**config.mk**
```make
export PLATFORM = sky130hd
export DESIGN_NAME = vga_pixel_stream
export DESIGN_NICKNAME = d
export VERILOG_FILES = /design/src/rtl/vga_stream_pkg.sv /design/src/rtl/vga_timing_gen.sv /design/src/rtl/vga_pixel_stream.sv
export SDC_FILE = /design/constraint.sdc
export NUM_CORES = 1
export LEC_CHECK = 0
export CORE_MARGIN = 4
export CORE_UTILIZATION = 40
export DETAILED_ROUTE_END_ITERATION = 12
export DONT_BUFFER_PORTS = 1
export RECOVER_POWER = 25
export SETUP_SLACK_MARGIN = 0.1
export SKIP_CTS_REPAIR_TIMING = 1
export SKIP_LAST_GASP = 1
export SYNTH_ARGS = -nofsm -noshare
export SYNTH_HDL_FRONTEND = slang
export SYNTH_SLANG_ARGS = --single-unit
```
**constraint.sdc**
```tcl
create_clock -name vga_clk -period 8.9 [get_ports vga_clk]
set_clock_uncertainty 0.15 [all_clocks]
set_input_delay 1.335 -clock vga_clk [delete_from_list [all_inputs] [get_ports vga_clk]]
set_output_delay 1.335 -clock vga_clk [all_outputs]
set_load 0.05 [all_outputs]
```
**src/rtl/vga_stream_pkg.sv**
```systemverilog
// Shared timing constants and pixel-unpack helper for the VGA pixel stream.
// Default raster is 1280x1024@60; the FIFO word carries four 32-bit pixel lanes.
package vga_stream_pkg;

    localparam int unsigned DEF_IMAGE_WIDTH  = 1280;
    localparam int unsigned DEF_IMAGE_HEIGHT = 1024;
    localparam int unsigned DEF_H_FRONT      = 48;
    localparam int unsigned DEF_H_SYNC       = 112;
    localparam int unsigned DEF_H_BACK       = 248;
    localparam int unsigned DEF_V_FRONT      = 1;
    localparam int unsigned DEF_V_SYNC       = 3;
    localparam int unsigned DEF_V_BACK       = 38;

    localparam int unsigned PIX_PER_WORD = 4;
    localparam int unsigned PIX_BITS     = 32;
    localparam int unsigned WORD_BITS    = PIX_PER_WORD * PIX_BITS;
    localparam int unsigned RGB_BITS     = 24;
    localparam int unsigned DEBT_BITS    = 16;

    localparam logic [DEBT_BITS-1:0] DEBT_MAX = '1;

    typedef enum logic [1:0] {
        SLOT_IDLE,
        SLOT_SHOW,
        SLOT_UNDERFLOW,
        SLOT_DISCARD
    } slot_kind_e;

    function automatic logic [RGB_BITS-1:0] unpack_rgb(
        input logic [WORD_BITS-1:0] word,
        input logic [1:0]           lane
    );
        return word[int'(lane) * PIX_BITS +: RGB_BITS];
    endfunction

endpackage

```
**src/rtl/vga_timing_gen.sv**
```systemverilog
// Raster counters and sync/active/frame-start decode; outputs are combinational
// from the counter state so the consumer can register everything in one stage.
module vga_timing_gen
    import vga_stream_pkg::*;
#(
    parameter int unsigned IMAGE_WIDTH  = DEF_IMAGE_WIDTH,
    parameter int unsigned IMAGE_HEIGHT = DEF_IMAGE_HEIGHT,
    parameter int unsigned H_FRONT      = DEF_H_FRONT,
    parameter int unsigned H_SYNC       = DEF_H_SYNC,
    parameter int unsigned H_BACK       = DEF_H_BACK,
    parameter int unsigned V_FRONT      = DEF_V_FRONT,
    parameter int unsigned V_SYNC       = DEF_V_SYNC,
    parameter int unsigned V_BACK       = DEF_V_BACK
) (
    input  logic       clk_i,
    input  logic       rst_ni,
    output logic [1:0] lane_o,
    output logic       active_o,
    output logic       hs_o,
    output logic       vs_o,
    output logic       frame_start_o
);

    localparam int unsigned H_TOT = IMAGE_WIDTH + H_FRONT + H_SYNC + H_BACK;
    localparam int unsigned V_TOT = IMAGE_HEIGHT + V_FRONT + V_SYNC + V_BACK;
    localparam int unsigned HCW   = $clog2(H_TOT);
    localparam int unsigned VCW   = $clog2(V_TOT);

    localparam logic [HCW-1:0] H_LAST     = HCW'(H_TOT - 1);
    localparam logic [HCW-1:0] H_ACT      = HCW'(IMAGE_WIDTH);
    localparam logic [HCW-1:0] HS_START   = HCW'(IMAGE_WIDTH + H_FRONT);
    localparam logic [HCW-1:0] HS_END     = HCW'(IMAGE_WIDTH + H_FRONT + H_SYNC);
    localparam logic [VCW-1:0] V_LAST     = VCW'(V_TOT - 1);
    localparam logic [VCW-1:0] V_ACT      = VCW'(IMAGE_HEIGHT);
    localparam logic [VCW-1:0] VS_START   = VCW'(IMAGE_HEIGHT + V_FRONT);
    localparam logic [VCW-1:0] VS_END     = VCW'(IMAGE_HEIGHT + V_FRONT + V_SYNC);

    logic [HCW-1:0] h_q;
    logic [VCW-1:0] v_q;

    always_ff @(posedge clk_i or negedge rst_ni) begin
        if (!rst_ni) begin
            h_q <= '0;
            v_q <= '0;
        end else if (h_q == H_LAST) begin
            h_q <= '0;
            v_q <= (v_q == V_LAST) ? '0 : v_q + 1'b1;
        end else begin
            h_q <= h_q + 1'b1;
        end
    end

    assign lane_o        = h_q[1:0];
    assign active_o      = (h_q < H_ACT) && (v_q < V_ACT);
    assign hs_o          = (h_q >= HS_START) && (h_q < HS_END);
    assign vs_o          = (v_q >= VS_START) && (v_q < VS_END);
    assign frame_start_o = (h_q == '0) && (v_q == '0);

endmodule

```
**src/rtl/vga_pixel_stream.sv**
```systemverilog
// VGA output stage: pops one 128-bit FIFO word per four active pixels, unpacks RGB,
// and tracks words owed after an underflow so the stream realigns to word boundaries.
module vga_pixel_stream
    import vga_stream_pkg::*;
#(
    parameter int unsigned IMAGE_WIDTH  = DEF_IMAGE_WIDTH,
    parameter int unsigned IMAGE_HEIGHT = DEF_IMAGE_HEIGHT,
    parameter int unsigned H_FRONT      = DEF_H_FRONT,
    parameter int unsigned H_SYNC       = DEF_H_SYNC,
    parameter int unsigned H_BACK       = DEF_H_BACK,
    parameter int unsigned V_FRONT      = DEF_V_FRONT,
    parameter int unsigned V_SYNC       = DEF_V_SYNC,
    parameter int unsigned V_BACK       = DEF_V_BACK
) (
    input  logic                 vga_clk,
    input  logic                 vga_reset_n,
    input  logic                 stream_en,
    input  logic                 data_fifo_empty,
    input  logic [WORD_BITS-1:0] data_fifo_rd_data,
    output logic                 vga_rd_valid,
    output logic [7:0]           vga_r,
    output logic [7:0]           vga_g,
    output logic [7:0]           vga_b,
    output logic                 vga_hs,
    output logic                 vga_vs,
    output logic                 vga_blank_n,
    output logic                 frame_start,
    output logic                 underflow,
    input  logic                 underflow_clr
);

    logic [1:0] lane;
    logic       active, hs, vs, fs;

    vga_timing_gen #(
        .IMAGE_WIDTH  (IMAGE_WIDTH),
        .IMAGE_HEIGHT (IMAGE_HEIGHT),
        .H_FRONT      (H_FRONT),
        .H_SYNC       (H_SYNC),
        .H_BACK       (H_BACK),
        .V_FRONT      (V_FRONT),
        .V_SYNC       (V_SYNC),
        .V_BACK       (V_BACK)
    ) u_timing (
        .clk_i         (vga_clk),
        .rst_ni        (vga_reset_n),
        .lane_o        (lane),
        .active_o      (active),
        .hs_o          (hs),
        .vs_o          (vs),
        .frame_start_o (fs)
    );

    logic                 frame_en_q, frame_en;
    logic [DEBT_BITS-1:0] debt_q, debt_d;
    logic [WORD_BITS-1:0] pix_word_q;
    logic                 show_q;
    logic                 underflow_q;
    logic [RGB_BITS-1:0]  rgb_q, rgb_d;
    logic                 hs_q, vs_q, blank_n_q, fs_q;
    logic                 slot, pop, uf_set;
    slot_kind_e           kind;

    // The first slot of a frame sits on the sampling cycle itself, so it sees stream_en directly.
    assign frame_en = fs ? stream_en : frame_en_q;
    assign slot     = active && (lane == 2'd0) && frame_en;

    always_comb begin
        kind   = SLOT_IDLE;
        pop    = 1'b0;
        uf_set = 1'b0;
        debt_d = debt_q;
        if (slot) begin
            if (data_fifo_empty) begin
                kind   = SLOT_UNDERFLOW;
                uf_set = 1'b1;
                if (debt_q != DEBT_MAX) debt_d = debt_q + 1'b1;
            end else if (debt_q != '0) begin
                kind   = SLOT_DISCARD;
                pop    = 1'b1;
                debt_d = debt_q - 1'b1;
            end else begin
                kind   = SLOT_SHOW;
                pop    = 1'b1;
            end
        end else if (frame_en && !data_fifo_empty && (debt_q != '0)) begin
            pop    = 1'b1;
            debt_d = debt_q - 1'b1;
        end
    end

    always_comb begin
        rgb_d = '0;
        if (kind == SLOT_SHOW) begin
            rgb_d = unpack_rgb(data_fifo_rd_data, 2'd0);
        end else if (active && frame_en && show_q && (lane != 2'd0)) begin
            rgb_d = unpack_rgb(pix_word_q, lane);
        end
    end

    // Pop is combinational on the counters, which sit at 0,0 during reset; keep it quiet there.
    assign vga_rd_valid = pop && vga_reset_n;

    always_ff @(posedge vga_clk or negedge vga_reset_n) begin
        if (!vga_reset_n) begin
            frame_en_q  <= 1'b0;
            debt_q      <= '0;
            pix_word_q  <= '0;
            show_q      <= 1'b0;
            underflow_q <= 1'b0;
            rgb_q       <= '0;
            hs_q        <= 1'b0;
            vs_q        <= 1'b0;
            blank_n_q   <= 1'b0;
            fs_q        <= 1'b0;
        end else begin
            frame_en_q  <= frame_en;
            debt_q      <= debt_d;
            if (kind == SLOT_SHOW) pix_word_q <= data_fifo_rd_data;
            if (slot) show_q <= (kind == SLOT_SHOW);
            underflow_q <= uf_set || (underflow_q && !underflow_clr);
            rgb_q       <= rgb_d;
            hs_q        <= hs;
            vs_q        <= vs;
            blank_n_q   <= active;
            fs_q        <= fs;
        end
    end

    assign vga_r       = rgb_q[23:16];
    assign vga_g       = rgb_q[15:8];
    assign vga_b       = rgb_q[7:0];
    assign vga_hs      = hs_q;
    assign vga_vs      = vs_q;
    assign vga_blank_n = blank_n_q;
    assign frame_start = fs_q;
    assign underflow   = underflow_q;

endmodule

```
== Word-level counts from Yosys, hierarchy flattened ==
Cells that the tools add are included.

* Reductions and logical operators: 23
* Multiplexer cells: 18
* Shifts and indexed selects: 1
* $add $sub $neg: 4
* Magnitude comparators: 6
* Equal/unequal tests: 6

{| class="wikitable"
|+ Operators with widths
! kind !! count
|-
| $shiftx A128 B8 Y24 || 1
|-
| $mux W16 || 5
|-
| $mux W24 || 2
|-
| $lt A11 B11 Y1 const B || 4
|-
| $add A11 B1 Y11 const B || 2
|-
| $eq A11 B11 Y1 const B || 2
|-
| $ge A11 B11 Y1 const B || 2
|-
| $logic_not A11 Y1 || 2
|-
| $mux W11 || 2
|-
| $add A16 B1 Y16 const B || 1
|-
| $ne A16 B16 Y1 const B || 1
|-
| $reduce_bool A16 Y1 || 1
|-
| $sub A16 B1 Y16 const B || 1
|-
| $logic_and A1 B1 Y1 || 13
|-
| $mux W1 || 6
|-
| $mux W2 || 3
|-
| $ne A3 B2 Y1 const B || 2
|-
| $reduce_bool A2 Y1 || 2
|-
| $reduce_and A3 Y1 || 1
|-
| $eq A2 B1 Y1 const B || 1
|-
| $logic_not A1 Y1 || 2
|-
| $logic_not A2 Y1 || 1
|-
| $logic_or A1 B1 Y1 || 1
|}

* Input bits: 133
* Word-level logic and storage cells: 70
* Output and inout bits: 30
* Flip-flop bits (word level): 197

== Logic depth before layout (Yosys ltp) ==
Gate-level depths: netlist (run 1).

* Word-level depth: 8
* Gate-level depth with buffers: 12
* Mapped depth without buffers: 7

== Hierarchy ==
A second synthesis (run 1) with hierarchy kept.

* Cell total of the unflattened synthesis: 552
* Area, all modules: 7,618.6 um2

{| class="wikitable"
|+ Modules (own cells, without submodules)
! module !! cells an instance !! times used !! seq. area each (um2) !! area an instance (um2)
|-
| vga_pixel_stream || 425 || 1 || 3,578.4 || 6,374.9
|-
| vga_timing_gen || 127 || 1 || 550.5 || 1,243.7
|}

== Worst setup path before layout (run 1) ==
Ideal clock, no wire load.

* Path kind: register -> output
* Start point: register u_timing.h_q[0]
* End point: output port vga_rd_valid
* Required time: 7.415 ns
* Path buffers: 4
* Setup slack: 2.447 ns
* Stages on the path, launching flop included: 12
* Data arrival time: 4.968 ns
* Cell sequence: dfrtp_1 > clkbuf_1 > buf_1 > inv_1 > ha_1 > nor4bb_1 > nand4b_4 > or3_1 > buf_4 > and2_1 > buf_2 > a2111oi_0

* Word-level cells in the longest chain between the ends: 8
* Elaborated cells on any way between the ends: 13
* Classes of those cells: order compare: 1; mux: 3; reduce/logical: 9

{| class="wikitable"
|+ RTL lines
! what !! RTL line !! source
|-
| from (decl) || vga_timing_gen.sv:38 || <nowiki>logic [HCW-1:0] h_q;</nowiki>
|-
| from (signal assigned) || vga_timing_gen.sv:49 || <nowiki>h_q <= h_q + 1'b1;</nowiki>
|-
| parallel branches: the longest is 6 deep, another holds $lt A11 B11 Y1 || - ||
|-
| $mux W1 * || vga_pixel_stream.sv:73 || <nowiki>if (slot) begin</nowiki>
|-
| $logic_and A1 B1 Y1 * || vga_pixel_stream.sv:102 || <nowiki>assign vga_rd_valid = pop && vga_reset_n;</nowiki>
|-
| to (decl) || vga_pixel_stream.sv:20 || <nowiki>output logic vga_rd_valid,</nowiki>
|}

Every way passes the cells marked *.

== Worst setup path in the final report (run 1) ==
Same ends and word-level chain as after synthesis.

==> metrics.yaml, run 1 <==
crit_path_start_kind: "register"
cts_tree: "yes"
die_area_um2: 22100
ys_warn_count: 0
slowest_stage: "or3_1"
cpPeakStageDelay_ps: 650
synth_cell_types: 50
yosysTopAreaCell: "dfrtp_1"
avgSynthCellArea_um2: 13.3
yosys-top-cells-area: "dfrtp_1 52%, mux2_2 8.0%, mux2_4 7.6%"
h-tree-depth: 4
synth_top_cell_area_share_pct: 52.2
grt.overflow.total: 0
grt_pass1_vias: 5117
coreArea_um2: 19500
drive_above_1_share_pct: 28.5
critPathArrivalTime_ps: 3630
vdd_drop_max_uv: 132
path_cells: "buf_4 > inv_1 > ha_1 > nor4bb_1 > nand4b_4 > or3_1 > and2_1 > a2111oi_2 > buf_4"
min_to: "debt_q[15]"
ys_async_sr_fraction_pct: 100
dp_cells: 825
tns_ps: 0
worstMarginPinSlew_ps: 1110
stdcell_count: 861
place.gp.congestion: 0.846
r2r-end: "pix_word_q[45]"
grt_max_degree: 167
synth_edf_count: 0
dominantRegCellSynth: "dfrtp_1"
finalCriticalPeriod_ps: 5120
viasPerCell: 5.61
cp-end-kind: "primary output"
n_fill_cell: 1750
slew_headroom_pct: 25.8
numCtsBuffers: 17
root_buffer: "clkbuf_16"
critPathKind: "reg -> out"
cts.clk_slew.worst_paths_ps: 70
drt_wl_total_mm: 17.3
grt_antenna_before_repair: 2
power_density_nw_per_um2: 200
finalSetupViolCount: 0
clkLatencyLatePin_ps: 420
cp_common_cell: "buf_4"
syn-instance-count: 592
utilization_pct: 44.5
hold_violations: 0
r2r-start: "u_timing.h_q[0]"
fp.dieW_um: 149
grt_first_pass_wirelength_mm: 28.1
drc: 0
clock_sinks: 165
grt_use_total_pct: 16.4
via_count: 4827
area_growth_syn_to_layout_pct: 9.53
synth-seq-cells: 165
slew_viol_final: 0
ioPinCount: 163
fin_crit_sh_pct: 57.5
worstPathRequired_ps: 7410
drt_iter0_drc: 349
crit_fanout: 28
whs_path_depth: 1
rsz0062_at_grt: "no"
initial_core_util_pct: 40.6
p_leak_nw: 3.78
die_h_um: 149
r2r_cells: 9
fp-row-count: 51
syn_nets: 733
post-dp-hpwl_mm: 11.4
r2r_slack_ps: 3990
synth_area_um2: 7900
status: "finished clean"
ys_seq_area_share_pct: 52.2
num-nets-final: 720
fmax_ghz: 0.195
postRouteAntennaNets: 0
hp-class: "reg -> reg"
min_from: "debt_q[15]"
port_buffers: 0
clock_tree.buffer_depth: 2
drv_cap: 0
drt_first_pass_iters: 6
routedWlPerCell_um: 20.1
finalPower_mw: 1.73
[metal layers]
layer	vias to the layer above	wire length [um]	track usage (%)
met5	-	34	0
met4	4	289	5.64
met3	27	1640	7.62
met2	179	8180	25.4
met1	2447	7180	20.2
li1	2170	-	-
[through the flow]
stage | hold slack [ps] | area (um2) | setup slack [ps]
2_1_floorplan | 305 | 7900 | 2450
3_3_place_gp | 326 | 8050 | 3980
3_5_place_dp | 336 | 8050 | 3920
4_1_cts | 351 | 8650 | 3720
5_1_grt | 361 | 8650 | 3460
6_report | 345 | 8660 | 3780
[registers in the layout, summed over array words and instances, names as in the netlist]
register      count
frame_en_q        1
vga_vs            1
underflow         1
vga_blank_n       1
frame_start       1
pix_word_q       96
vga_hs            1
rgb_q            24
debt_q           16
u_timing.v_q     11
u_timing.h_q     11
show_q            1
[logic make-up after synthesis]
family	after synthesis	synth area share, %
DFF	165	52.2
and+or+nand+nor	152	10.4
muxes	122	22.7
AOI/OAI and AO/OA	64	6.19
buffers and inverters	51	3.86
xor gates and xnor gates	30	3.32
adders and majority gates	8	1.27
[Yosys cell counts (2+ instances only)]
master and instances:
mux2_4 40, or3_1 5, nor3_1 8, o22ai_1 2, and4_1 5, nor4bb_1 2, mux2i_1 2, dfrtp_1 165
a21oi_1 4, o21ai_0 9, buf_12 5, xor2_1 22, clkbuf_1 19, nor4b_1 2, nand3b_1 2, buf_1 6
and2_1 4, nor4_1 7, a22oi_1 25, a211oi_1 2, a221oi_1 2, xnor2_1 8, buf_2 2, nand2b_1 5
mux2_2 56, nand3_1 16, or4_1 4, buf_4 6, mux4_2 24, ha_1 8, nand4_1 13, and3_1 11
nor2_1 44, inv_1 12, a222oi_1 11, nand2_1 20
[area by class of cell]
class	instances	area (um2)	share of cell area (%)
Clock inverter	15	169	1.95
Antenna cell	4	10.0	0.116
Multi-Input combinational cell	376	3490	40.3
Sequential cell	165	4130	47.7
Timing Repair Buffer	7	52.6	0.607
Inverter	12	45.0	0.520
Clock buffer	17	425	4.91
Tap cell	265	332	3.83
[critical path: cells and delay by family (launching register included)]
family,cells,cell delay [ps]
compound gates,1,290
fa+ha+maj,1,260
buf+inv,3,700
flops,1,380
simple gates,4,1560
[cells in the final DEF (no fill, tap or decap), types with 16 or more instances in the layout]
| cell type | instances |
|---|---|
| a22oi_1 | 25 |
| clkbuf_16 | 17 |
| dfrtp_1 | 164 |
| mux2_2 | 56 |
| mux2_4 | 40 |
| mux4_2 | 24 |
| nand2_1 | 20 |
| nand3_1 | 16 |
| nor2_1 | 44 |
| xor2_1 | 22 |
[where the power goes]
| part | internal, mW | total, mW | switching [mW] |
|---|---|---|---|
| clock | 0.421 | 0.741 | 0.319 |
| sequential | 0.802 | 0.854 | 0.0523 |
| combinational | 0.0771 | 0.140 | 0.0631 |
[how the worst max path moves through the flow]
| stage | startpoint | end | slack [ps] | cells after the start |
|---|---|---|---|---|
| floorplan | u_timing.h_q[0] | vga_rd_valid | 2450 | 11 |
| global placement | u_timing.h_q[0] | pix_word_q[71] | 3980 | 9 |
| detailed placement | u_timing.h_q[0] | pix_word_q[38] | 3920 | 9 |
| CTS | u_timing.h_q[0] | vga_rd_valid | 3720 | 9 |
| global route | u_timing.h_q[0] | vga_rd_valid | 3460 | 9 |
| finish | u_timing.h_q[0] | vga_rd_valid | 3780 | 9 |
No activity file was read; power rests on OpenSTA's default activity.
==> run 2: changes to the inputs <==
- clock period: 8.9 -> 4.1 ns (I/O delays scaled with it)
==> metrics.yaml, run 2 (synthesized netlist as in run 1, its figures left out) <==
port_buffers: 0  # unchanged
clkLatencyLatePin_ps: 420  # about the same
drc: 0  # unchanged
postRouteAntennaNets: 0  # unchanged
numCtsBuffers: 17  # unchanged
grt_max_degree: 167  # unchanged
hold_ws_ps: -261  # -605 ps
finalSetupViolCount: 0  # unchanged
fp-row-count: 51  # unchanged
die_area_um2: 22100  # unchanged
hold_violations: 165  # +165
violations: "negative hold slack"
drt_first_pass_iters: 7  # +1
n_fill_cell: 1762  # +0.69%
slew_viol_final: 0  # unchanged
fmax_ghz: 0.266
cts.clk_slew.worst_paths_ps: 70  # about the same
slew_headroom_pct: 33.0  # +7.1 points
h-tree-depth: 4  # unchanged
grt_use_total_pct: 16.7  # +0.37 points
r2r_slack_ps: 780  # -3210 ps
drt_wl_total_mm: 17.5  # +1.1%
utilization_pct: 45.2  # +0.73 points
clock_sinks: 165  # unchanged
die_h_um: 149  # unchanged
vdd_drop_max_uv: 271  # +110%
ioPinCount: 163  # unchanged
crit_start: "u_timing.h_q[0]"
clock_tree.buffer_depth: 2  # unchanged
status: "complete, but fails checks"
hp-class: "in -> async"
final_common_cell: "dfrtp_1"
post-dp-hpwl_mm: 11.6  # +1.5%
coreArea_um2: 19500  # unchanged
worstPathRequired_ps: 3340  # -4070 ps
root_buffer: "clkbuf_16"
routedWlPerCell_um: 20.3  # +0.79%
r2r_cells: 8  # -1
drt_iter0_drc: 288  # -17%
cp-end-kind: "primary output"
crit_fanout: 18  # -36%
power_density_nw_per_um2: 438  # +120%
crit_path_start_kind: "register"
drv_cap: 0  # unchanged
fp.dieW_um: 149  # unchanged
grt_antenna_before_repair: 4  # +2
critPathArrivalTime_ps: 3000  # -630 ps
viasPerCell: 5.55  # -0.95%
r2r-start: "u_timing.h_q[0]"
place.gp.congestion: 0.835  # -1.3%
area_growth_syn_to_layout_pct: 11.3
largestRegisters: "pix_word_q x96, rgb_q x24, debt_q x16"
grt.overflow.total: 0  # unchanged
num-nets-final: 726  # +0.83%
grt_pass1_vias: 5241  # +2.4%
initial_core_util_pct: 40.6  # unchanged
grt_first_pass_wirelength_mm: 29.0  # +3.1%
p_leak_nw: 3.84  # +1.7%
cts_tree: "yes"
via_count: 4798  # -0.60%
finalCriticalPeriod_ps: 3760
r2r-end: "pix_word_q[46]"
rsz0062_at_grt: "no"
drive_above_1_share_pct: 29.3  # +0.72 points
tns_ps: 0  # unchanged
fin_crit_sh_pct: 91.8
worstMarginPinSlew_ps: 999  # -111 ps
largest_register_ffs: 96  # unchanged
final_cell_mix: "164 x dfrtp_1, 56 x mux2_2, 44 x nor2_1, 40 x mux2_4, 25 x a22oi_1"
finalPower_mw: 3.86  # +120%
regMostFlops: "pix_word_q"
critPathKind: "reg -> out"
run 2: cell count changes in the layout (fill, tap and decap cells not counted), moves of 2 or more:
cell / delta
clkinv_2: -2
diode_2: -3
inv_8: -2
buf_12: +5
inv_6: +3
run 2: worst max-delay path: stages, from the launching register on:
cell	delay (ps)
dfrtp_2	400
inv_1	60
ha_1	270
nor4bb_1	460
nand4b_4	170
or3_4	480
and2_1	240
a2111oi_4	300
buf_12	190
run 2: worst max path at each step:
| stage | depth (start not counted) | end |
|---|---|---|
| 3_5_place_dp | 8 | pix_word_q[54] |
| 5_1_grt | 8 | vga_rd_valid |
| 2_1_floorplan | 11 | vga_rd_valid |
| 4_1_cts | 8 | vga_rd_valid |
| 3_3_place_gp | 8 | vga_rd_valid |
| 6_report | 8 | vga_rd_valid |
run 2: metal layers:
metal / wire [um] / part of all wire [%] / track usage (%) / vias to the layer above
li1: - / - / - / 2185
met1: 7340 / 42 / 21.0 / 2435
met2: 8210 / 47 / 26.1 / 148
met3: 1640 / 9.4 / 7.59 / 24
met4: 278 / 1.6 / 5.13 / 6
met5: 46 / 0.26 / 0 / -
run 2: layout make-up:
type	count	area, um2	share of cell area [%]
diodes	1	2.50	0.0284
clock buffers	18	439	4.99
clock inverters	14	185	2.10
inverters	12	45.0	0.512
multi-input cells	376	3500	39.8
flip-flops and latches	165	4130	46.9
well taps	265	332	3.77
repair buffers	13	160	1.82
run 2: power by group:
part / total, mW / internal (mW) / switching (mW)
sequential: 1.85 / 1.74 / 0.111
clock: 1.69 / 0.994 / 0.697
combinational: 0.313 / 0.171 / 0.142
run 2: per-stage QoR:
stage                     setup slack, ps  area [um2]  std cells
final                                 338        8800        864
after global routing                  196        8800        864
after detailed placement              531        8170        831
after CTS                            42.7        8790        863
after floorplan                       141        7920        592
after global placement                581        8170        831
==> edit, RTL diff (settings of run 2) <==
Reset style: synchronous (`rst_ni` and `vga_reset_n`), changed in 2 clocked blocks.
--- a/src/rtl/vga_timing_gen.sv
+++ b/src/rtl/vga_timing_gen.sv
@@ -40,3 +40,3 @@
 
-    always_ff @(posedge clk_i or negedge rst_ni) begin
+    always_ff @(posedge clk_i) begin
         if (!rst_ni) begin
--- a/src/rtl/vga_pixel_stream.sv
+++ b/src/rtl/vga_pixel_stream.sv
@@ -103,3 +103,3 @@
 
-    always_ff @(posedge vga_clk or negedge vga_reset_n) begin
+    always_ff @(posedge vga_clk) begin
         if (!vga_reset_n) begin
Formal check against the unedited RTL: differs if vga_reset_n is asserted again (counterexample within 4 cycles, from zero or initial values and one cycle with vga_reset_n low); with vga_reset_n held inactive, the same outputs for 10 cycles.
==> edit against run 2 <==
Global-route usage decreased by 0.72 points; fmax increased by 3.1%; sequential cell count unchanged; worst setup slack improved by 0.11 ns; sequential share of layout area decreased by 9.9 points; routed wire length increased by 6.9%; area after synthesis increased by 4.9%; design area increased by 1.4%; core utilization decreased by 1.3 points; first-iteration DRC count increased by 6.3%; die area increased by 4.6%.
Power is not compared: it rests on default switching activity, and its combinational part moved more than twofold at a synthesized area within 25%.
==> edit: results (changes against run 2) <==
Synthesis
  • Area contributors post-synth: dfxtp_1 (40%), nand3_2 (7.7%), o21ai_2 (6.8%)
  • Top post-synthesis cells by count: dfxtp_1 (165), nand2_1 (126), nand3_2 (64), o21ai_2 (64), o21ai_0 (58)
  • Ys async rst share: 0% (-100 points)
  • Most used DFF post-synth: dfxtp_1
  • Distinct cells, synth: 67 (+34%)
  • Sequential area share after synthesis: 39.8% (-12 points)
  • Syn. warnings: 0 (unchanged)

Route
  • First-pass DRT Iterations: 4 (-3)
  • Drt drc: 0 (unchanged)
  • 1st-iter DRT viols: 306 (+6.3%)
  • Via/cell ratio: 5.46 (-1.6%)
  • Wirelength per Cell: 16.5 um (-19%)

Global routing
  • First-pass GRT wire length: 30900 um (+6.9%)
  • Initial antenna violation count: 0 (-4)
  • Total track usage: 16.0% (-0.72 points)
  • Largest net degree at the start of global routing: 222 (+33%)
  • Number of global-route vias before repair: 5846 (+12%)

Place
  • Placer Congestion: 0.805 (-3.6%)
  • Port bufs: 0 (unchanged)
  • Setup WS pre-CTS: 1.10 ns (+0.572 ns)
  • Hpwl dp: 12000 um (+4.2%)
  • Post-DP Area: 0.00830 mm2 (+1.6%)

Worst setup path
  • Worst R2R Path Depth: 8 (unchanged)
  • Reg2reg end: rgb_q[1]$_SDFF_PN0_
  • Arrival @ worst endpoint: 2.88 ns (-0.12 ns)
  • Crit path from: u_timing.v_q[6]$_SDFFE_PN0P_
  • Critical Path End: vga_rd_valid
  • R2R Setup Slk: 0.67 ns (-0.11 ns)
  • Worst-path fanout max: 5 (-13)

STA
  • FMAX: 274 MHz (+3.1%)
  • Worst-Margin Slew: 1.17 ns (+0.173 ns)

CTS
  • Root Buffer: clkbuf_16
  • H-tree depth: 4 (unchanged)
  • Total CTS buffers: 17 (unchanged)
  • Clk_lat worst skew: 0.43 ns
  • Clock Path Buffers: 2 (unchanged)
  • Worst-path clk slew: 0.08 ns

Cells and area
  • # diodes: 0 (-1)
  • Largest regs: pix_word_q x96, rgb_q x24, debt_q x16
  • Fillers: 2024 (+15%)
  • Ratio of cells with drive above 1 in the final layout: 24.0% (-5.3 points)
  • Layout net count: 996 (+37%)

Run status
  • Status: finished, final reports clean

Pwr
  • Peak VDD IR: 292 uV
  • Leak: 0.00293 uW

Min path
  • Worst min path class: input port to flop
[edit: where the power goes]
group          internal, uW  leakage [uW]  total [uW]  switching [uW]
Sequential             1730       0.00133        1910             182
Clock                   906      0.000311        1710             806
Combinational           361       0.00129         878             517
[edit: logic make-up after synthesis]
kind of cell,Yosys count,synth area share (%)
compound gates,185,16.2
xor+xnor,22,2.32
fa+ha+maj,8,1.21
buf+inv,112,7.00
flops,165,39.8
mux,28,7.00
simple gates,380,26.4
[edit: metal layers]
layer / GRT usage, % / up-vias / wire length, um
met4: 3.94 / 0 / 154
met5: 0 / - / 0
met2: 24.4 / 138 / 8610
met3: 5.55 / 10 / 1200
li1: - / 3134 / -
met1: 22.0 / 2934 / 8760
[edit: critical path, stage by stage (launching register included)]
cell     delay (ns)
dfxtp_1        0.36
or3_1          0.43
nor3_1         0.54
nand3_2        0.26
and2_1         0.27
nor4_2         0.32
buf_4          0.27
[edit: final cells by class]
type | count | area [um2] | area share [%]
multi-input cells | 623 | 4400 | 49.3
flip-flops and latches | 165 | 3300 | 37.0
clock buffers | 17 | 425 | 4.77
well taps | 270 | 338 | 3.79
clock inverters | 15 | 215 | 2.41
inverters | 37 | 139 | 1.56
repair buffers | 11 | 101 | 1.14
[edit: worst min path at each step]
stage	slack [ns]	cells past startpoint	end	startpoint
after global placement	0.29	2	pix_word_q[1]$_SDFFE_PN0P_	pix_word_q[1]$_SDFFE_PN0P_
final	0.15	2	pix_word_q[100]$_SDFFE_PN0P_	data_fifo_rd_data[100]
after global routing	0.13	2	pix_word_q[75]$_SDFFE_PN0P_	data_fifo_rd_data[75]
after floorplan	0.28	2	pix_word_q[0]$_SDFFE_PN0P_	pix_word_q[0]$_SDFFE_PN0P_
after CTS	0.13	2	pix_word_q[37]$_SDFFE_PN0P_	data_fifo_rd_data[37]
after detailed placement	0.30	2	pix_word_q[12]$_SDFFE_PN0P_	pix_word_q[12]$_SDFFE_PN0P_
[edit: stage by stage]
stage          instances  utilization, %
6_report            1138            43.9
5_1_grt             1138            43.9
4_1_cts             1138            44.0
2_1_floorplan        900               -
3_5_place_dp        1106            40.9
3_3_place_gp        1106            40.9
